$ cat src/rtl/alu_mul_seq.sv
// ---------------------------------------------------------------------------
// alu_mul_seq
//   Unsigned N x N shift-and-add multiplier that borrows an external shared
//   ALU, issuing one ALU operation per clock (add / shift right / shift left).
//   Early exit happens as soon as the shifted multiplier reaches zero.
//   Overflow is flagged when a set multiplicand bit has been shifted out
//   before a later add, or when an add carries out of the accumulator.
//
// Ports
//   i_clk, i_rst_n      clock (rising edge), async active-low reset
//   i_start, i_a, i_b   request + operands, accepted only while o_ready=1
//   o_ready             1 in IDLE
//   o_busy              1 while sequencing the ALU (ADD/SHR/SHL)
//   o_done              one-cycle pulse, o_product/o_ovf valid
//   o_product, o_ovf    low N bits of a*b and overflow flag, held until next accept
//   o_alu_a/b/ctrl      ALU operands and opcode (decoded from registered state)
//   i_alu_q/zero/mayor  ALU result, zero flag, carry-out of add
// ---------------------------------------------------------------------------
module alu_mul_seq #(
    parameter int N = 16
) (
    input  logic         i_clk,
    input  logic         i_rst_n,
    input  logic         i_start,
    input  logic [N-1:0] i_a,
    input  logic [N-1:0] i_b,
    output logic         o_ready,
    output logic         o_busy,
    output logic         o_done,
    output logic [N-1:0] o_product,
    output logic         o_ovf,
    output logic [N-1:0] o_alu_a,
    output logic [N-1:0] o_alu_b,
    output logic [2:0]   o_alu_ctrl,
    input  logic [N-1:0] i_alu_q,
    input  logic         i_alu_zero,
    input  logic         i_alu_mayor
);

    localparam logic [2:0] OP_ADD   = 3'b000;
    localparam logic [2:0] OP_SHR   = 3'b001;
    localparam logic [2:0] OP_SHL   = 3'b011;
    localparam logic [2:0] OP_PASSB = 3'b100;

    typedef enum logic [2:0] {
        S_IDLE,
        S_ADD,
        S_SHR,
        S_SHL,
        S_DONE
    } state_t;

    state_t       r_state;
    logic [N-1:0] r_acc;
    logic [N-1:0] r_mcand;
    logic [N-1:0] r_mplier;
    logic         r_lost;   // a set multiplicand bit has been shifted out
    logic         r_ovf;

    always_ff @(posedge i_clk or negedge i_rst_n) begin
        if (!i_rst_n) begin
            r_state  <= S_IDLE;
            r_acc    <= '0;
            r_mcand  <= '0;
            r_mplier <= '0;
            r_lost   <= 1'b0;
            r_ovf    <= 1'b0;
        end else begin
            case (r_state)
                S_IDLE: begin
                    if (i_start) begin
                        r_mcand  <= i_a;
                        r_mplier <= i_b;
                        r_acc    <= '0;
                        r_ovf    <= 1'b0;
                        r_lost   <= 1'b0;
                        if (i_b == '0)
                            r_state <= S_DONE;
                        else if (i_b[0])
                            r_state <= S_ADD;
                        else
                            r_state <= S_SHR;
                    end
                end
                S_ADD: begin
                    r_acc <= i_alu_q;
                    // A lost multiplicand bit only matters once it would
                    // have been added, so it is folded into ovf here.
                    if (i_alu_mayor || r_lost)
                        r_ovf <= 1'b1;
                    r_state <= S_SHR;
                end
                S_SHR: begin
                    r_mplier <= i_alu_q;
                    r_state  <= i_alu_zero ? S_DONE : S_SHL;
                end
                S_SHL: begin
                    r_mcand <= i_alu_q;
                    r_lost  <= r_lost | r_mcand[N-1];
                    // r_mplier already holds the shifted value from SHR
                    r_state <= r_mplier[0] ? S_ADD : S_SHR;
                end
                S_DONE:  r_state <= S_IDLE;
                default: r_state <= S_IDLE;
            endcase
        end
    end

    // ALU drive is decoded from registered state only; no path from i_alu_*.
    always_comb begin
        o_alu_a    = '0;
        o_alu_b    = '0;
        o_alu_ctrl = OP_PASSB;
        case (r_state)
            S_ADD: begin
                o_alu_a    = r_acc;
                o_alu_b    = r_mcand;
                o_alu_ctrl = OP_ADD;
            end
            S_SHR: begin
                o_alu_a    = r_mplier;
                o_alu_ctrl = OP_SHR;
            end
            S_SHL: begin
                o_alu_a    = r_mcand;
                o_alu_ctrl = OP_SHL;
            end
            default: begin
                o_alu_a    = '0;
                o_alu_b    = '0;
                o_alu_ctrl = OP_PASSB;
            end
        endcase
    end

    assign o_ready   = (r_state == S_IDLE);
    assign o_busy    = (r_state == S_ADD) || (r_state == S_SHR) || (r_state == S_SHL);
    assign o_done    = (r_state == S_DONE);
    assign o_product = r_acc;
    assign o_ovf     = r_ovf;

endmodule

$ cat config.mk
export PLATFORM = sky130hd
export DESIGN_NAME = alu_mul_seq
export DESIGN_NICKNAME = d
export VERILOG_FILES = /design/src/rtl/alu_mul_seq.sv
export SDC_FILE = /design/constraint.sdc
export NUM_CORES = 1
export LEC_CHECK = 0
export BUFFER_PORTS_ARGS = -buffer_cell sky130_fd_sc_hd__buf_2
export CORE_ASPECT_RATIO = 0.7
export CORE_UTILIZATION = 53
export CTS_CLUSTER_SIZE = 12
export DETAILED_ROUTE_END_ITERATION = 16
export PLACE_DENSITY = 0.92
export SLEW_MARGIN = 20
export SYNTH_ARGS = -nofsm -noshare
export SYNTH_HDL_FRONTEND = slang
export SYNTH_SLANG_ARGS = --single-unit
$ cat constraint.sdc
create_clock -name i_clk -period 2.8 [get_ports i_clk]
set_input_delay 0.28 -clock i_clk [delete_from_list [all_inputs] [get_ports i_clk]]
set_output_delay 0.28 -clock i_clk [all_outputs]
set_load 0.05 [all_outputs]
==> metrics, run 1 <==
outcome=complete, no violations; core footprint=5290 um2; Final Cycle Share=78.9%; final hold violations=0; Die Y=64.3 um; I/O pins=108; Residual DRC=0; Starting Density=55.6%; Max Freq=452 MHz; Die Wd=91.0 um; Synth Area per Inst=9.53 um2; Startpoint Class=register; placed insts=468; port bufs=107; sequential area share after synthesis=45.2%; Hold WC Path Type=in2reg; data required time of the critical path=2520 ps; total die area=5850 um2; hpwl dp=5650 um; RR Startpoint=r_state[0]; Detailed Route Iter0 Violations=307; Gates resized, CTS repair=0; FP Rows=22; nets=457; number of global-route vias before repair=2,701; Max-slew headroom=59.4%; Worst Tran Pin Value=607 ps; EDFF count, synth=0; syn_nets=361; DR vias/cell=5.87; Overflow after GRT=0; RSZ-0062 raised after global routing=no; Hold Crit Start=i_a[15]; ANT nets after route=0; CTS clk-pin slew, worst paths=90 ps; final WL=8220 um; kind of critical path=reg2out; Clock Sinks=53; WL/cell=17.2 um; P&R area growth vs syn=22.1%; Netlist cell types=35; Post-Syn Area=2940 um2; Post-Synthesis Cells=308; Final Skew=3.85 ps; WP data arrival=1930 ps; Longest Clk Path Bufs=2; CTS Buf Count=5; Async S/R FF share, synth=100%; layout cells sized above 1=39.5%; Synth Warn #=0; root buf cell=clkbuf_8; initial antenna violation count=0; minimum clock period=2210 ps; Max Transition Viols Final=0; GP Congestion=0.883; CTS tree=built; Worst Path Max Fanout=10; number of setup violations in the final report=0; later-pin clock latency in the skew report=310 ps; Initial DRT Pass Iterations=6; total track usage=29.0%; Yosys reg bits=53; setup TNS=0 ps; Vias=2,800; first-pass GRT wire length=13,200 um; R2R Setup Slk=810 ps; Max Cap Viol=0; Final Non-Filler Cells=477; H-tree levels=2; largest net degree at the start of global routing=48; Antenna Cells=0; top_reg_cell synth=dfrtp_1; RR Endpoint=r_mplier[5]; crit end category=output pin; hold depth=3; Hold EP=r_mcand[15]; Worst Reg-to-Reg Cells=4
## metrics by stage
| step | hold slack [ps] | area (um2) | worst slack [ps] | util, % |
|---|---|---|---|---|
| 6_report | 200 | 3580 | 590 | 67.8 |
| 4_1_cts | 199 | 3580 | 606 | 67.8 |
| 5_1_grt | 210 | 3580 | 522 | 67.8 |
| 3_5_place_dp | 284 | 3490 | 847 | 66.1 |
| 2_1_floorplan | -15.6 | 2940 | 494 | - |
| 3_3_place_gp | 284 | 3490 | 913 | 66.1 |
## per-layer routing
layer | global-route usage, % | wire length (um) | vias to the layer above
met5 | 0 | 0 | -
met4 | 9.52 | 108 | 0
met3 | 4.64 | 715 | 12
met2 | 45.8 | 3790 | 153
met1 | 41.1 | 3610 | 1330
li1 | - | - | 1305
## kinds of logic (layout without fill, tap and decap cells)
family	count (synthesis)	after routing	share of synthesized area, %
AO/OA/AOI/OAI	72	72	18.7
buffers and inverters	33	130	5.88
flip-flops	53	53	45.2
multiplexers	33	33	11.9
AND/OR/NAND/NOR	117	117	18.4
## area by class of cell
type | instances | area (um2)
Clock buffer | 8 | 80.1
Fill cell | 441 | 1700
Inverter | 3 | 11.3
Multi-Input combinational cell | 222 | 1450
Sequential cell | 53 | 1330
Tap cell | 72 | 90.1
Timing Repair Buffer | 119 | 628
## critical path: stages, from the launching register on
cell and delay (ps):
dfrtp_1 390, nor2b_1 410, buf_4 290, a22oi_1 110, nor2_1 150, buf_2 280
## Yosys cell counts (7+ instances only)
| library cell | count | share of area [%] |
|---|---|---|
| a31oi_1 | 15 | 3.2 |
| o21ai_0 | 7 | 1.2 |
| nor2_1 | 35 | 4.5 |
| buf_2 | 9 | 1.5 |
| clkbuf_1 | 12 | 1.5 |
| a22oi_1 | 16 | 4.1 |
| mux2i_1 | 17 | 5.8 |
| o221a_2 | 16 | 6.1 |
| mux2_2 | 16 | 6.1 |
| nand2_1 | 49 | 6.3 |
| and3_1 | 16 | 3.4 |
| dfrtp_1 | 53 | 45 |
| o21ai_1 | 9 | 1.5 |
## worst max-delay path by stage
stage | startpoint | endpoint
finish | r_state[0] | o_alu_a[6]
global route | r_state[0] | o_alu_a[14]
CTS | r_state[0] | o_alu_a[14]
detailed placement | r_state[0] | r_mplier[5]
global placement | r_state[0] | r_mplier[15]
floorplan | r_state[0] | o_alu_ctrl[2]
## registers in the layout, indices dropped and copies added (netlist names)
signal     count
o_ovf          1
o_product     16
r_lost         1
r_mcand       16
r_mplier      16
r_state        3
## timing repair
item,4_1_cts,5_1_grt
hold buffers,1,0
endpoints found under the hold margin,23,0
buffers inserted,0,0
setup endpoints to repair,0,0
## placed cells by master (no fill, tap or decap), types with 2 or more instances in the layout
master	instances
clkbuf_8	5
clkbuf_1	3
inv_1	3
a21oi_1	3
dfrtp_1	53
mux2i_1	17
nand2_1	49
nor4_1	4
o21ai_1	9
nor2b_1	2
nor2_1	35
buf_4	11
nand3b_1	2
a22oi_1	16
o221a_2	16
buf_2	107
and3_1	16
o21ai_0	7
a31oi_1	15
mux2_2	16
Power of run 1 is left out: the tool's default activity adds up to more than one toggle a clock period on the data nets, which glitch-free logic cannot reach.
==> inputs of run 2 (changes only) <==
--- a/config.mk
+++ b/config.mk
@@ -7,10 +7,10 @@
 export LEC_CHECK = 0
 export BUFFER_PORTS_ARGS = -buffer_cell sky130_fd_sc_hd__buf_2
 export CORE_ASPECT_RATIO = 0.7
-export CORE_UTILIZATION = 53
+export CORE_UTILIZATION = 50
 export CTS_CLUSTER_SIZE = 12
 export DETAILED_ROUTE_END_ITERATION = 16
-export PLACE_DENSITY = 0.92
+export PLACE_DENSITY = 0.88
 export SLEW_MARGIN = 20
 export SYNTH_ARGS = -nofsm -noshare
 export SYNTH_HDL_FRONTEND = slang
==> constraint.sdc (replaced) <==
create_clock -name i_clk -period 2.1 [get_ports i_clk]
set_input_delay 0.21 -clock i_clk [delete_from_list [all_inputs] [get_ports i_clk]]
set_output_delay 0.21 -clock i_clk [all_outputs]
set_load 0.05 [all_outputs]
==> run 2 against run 1 <==
Flip-flop and latch count unchanged. Largest cell class unchanged. First-iteration DRC count up 2.9%. Final area increased by 3.2%. Via count rose by 4.2%. Critical path depth down 1. Cell count grew 1.7%. Utilization hardly changed.
==> metrics, run 2 (same netlist as run 1, synthesis figures left out) <==
outcome=complete, no violations; final hold violations=0 (unchanged); Initial DRT Pass Iterations=7 (+1); port bufs=107 (unchanged); I/O pins=108 (unchanged); CTS clk-pin slew, worst paths=100 ps (about the same); P&R area growth vs syn=25.9%; ANT nets after route=0 (unchanged); total die area=6190 um2 (+5.8%); Max Cap Viol=0 (unchanged); number of setup violations in the final report=0 (unchanged); Overflow after GRT=0 (unchanged); minimum clock period=2050 ps; Die Wd=93.6 um (+2.9%); WP data arrival=1840 ps (-90 ps); hpwl dp=5910 um (+4.6%); Detailed Route Iter0 Violations=316 (+2.9%); Vias=2,917 (+4.2%); core footprint=5450 um2 (+3.1%); crit end category=output pin; total track usage=29.3% (+0.27 points); filler cell count=437 (-0.91%); Antenna Cells=0 (unchanged); data required time of the critical path=1890 ps (-630 ps); Max-slew headroom=58.9% (-0.50 points); root buf cell=clkbuf_8; number of global-route vias before repair=2,751 (+1.9%); setup ws final=52.5 ps (-537 ps); Residual DRC=0 (unchanged); FP Rows=22 (unchanged); kind of critical path=reg2out; Max Freq=488 MHz; layout cells sized above 1=41.9% (+2.4 points); initial antenna violation count=0 (unchanged); GP Congestion=0.889 (+0.67%); pre-CTS setup slack=177 ps (-670 ps); Longest Clk Path Bufs=2 (unchanged); most frequent cells in the layout=buf_2, dfrtp_1, nand2_1; Max Transition Viols Final=0 (unchanged); H-tree levels=2 (unchanged); Clock Sinks=53 (unchanged); Hold WS=115 ps (-85.4 ps); Final Cycle Share=97.5%; Starting Density=53.9% (-1.7 points); final WL=8630 um (+5.0%); CTS tree=built; Hold WC Path Type=in2reg; first-pass GRT wire length=13,700 um (+3.5%); WL/cell=17.8 um (+3.3%); Die Y=66.1 um (+2.9%); nets=465 (+1.8%); Worst Tran Pin Value=616 ps (+8.97 ps); Startpoint Class=register; CTS Buf Count=5 (unchanged); Final Skew=10.5 ps (+6.65 ps); DR vias/cell=6.01 (+2.5%); largest net degree at the start of global routing=42 (-13%); commonest non-fill, non-tap cell in the layout=buf_2; Worst Path Max Fanout=9 (-1); later-pin clock latency in the skew report=320 ps (about the same)
-- run 2: per-stage QoR --
stage	cells	instance area [um2]	TNS, ps	util (%)
floorplan	308	2940	0	-
global placement	473	3550	0	65.1
detailed placement	473	3550	0	65.1
CTS	482	3670	0	67.4
global route	485	3700	-329	67.9
finish	485	3700	0	67.9
-- run 2: final timing paths --
check | startpoint | endpoint | slack (ps) | cells past startpoint
worst min register to register | o_ovf | o_ovf | 490 | 1
max in group asynchronous | i_rst_n | r_state[1] | 1090 | 3
worst max-delay path | r_state[1] | o_alu_b[9] | 50 | 4
min in group asynchronous | i_rst_n | o_ovf | 360 | 2
worst min-delay path | i_a[15] | r_mcand[15] | 120 | 3
worst max register to register | r_state[1] | r_mplier[14] | 100 | 5
-- run 2: what timing repair did --
action	4_1_cts	5_1_grt
setup buffers	0	3
hold buffers	1	0
setup endpoints to repair	10	18
gates resized for setup	1	1
hold endpoints to repair	18	0
-- run 2: per-layer routing --
metal	GRT usage, %	part of all wire (%)	up-vias
met3	6.21	10	21
met1	38.9	42	1383
met5	0	0	-
met4	9.81	1.9	0
met2	48.1	46	191
li1	-	-	1322
-- run 2: final cells by class --
| cell class | instances | area [um2] | area share, % |
|---|---|---|---|
| inverters | 3 | 11.3 | 0.304 |
| flip-flops and latches | 53 | 1330 | 35.9 |
| repair buffers | 127 | 701 | 18.9 |
| well taps | 72 | 90.1 | 2.44 |
| clock buffers | 7 | 86.3 | 2.33 |
| clock inverters | 1 | 30.0 | 0.812 |
| multi-input cells | 222 | 1450 | 39.2 |
-- run 2: worst max-delay path, stage by stage, from the launching register on --
cell and delay [ps]:
dfrtp_2 470, nor2_1 370, buf_4 250, and3_1 160, buf_2 260
Power of run 2 is left out for the same reason.
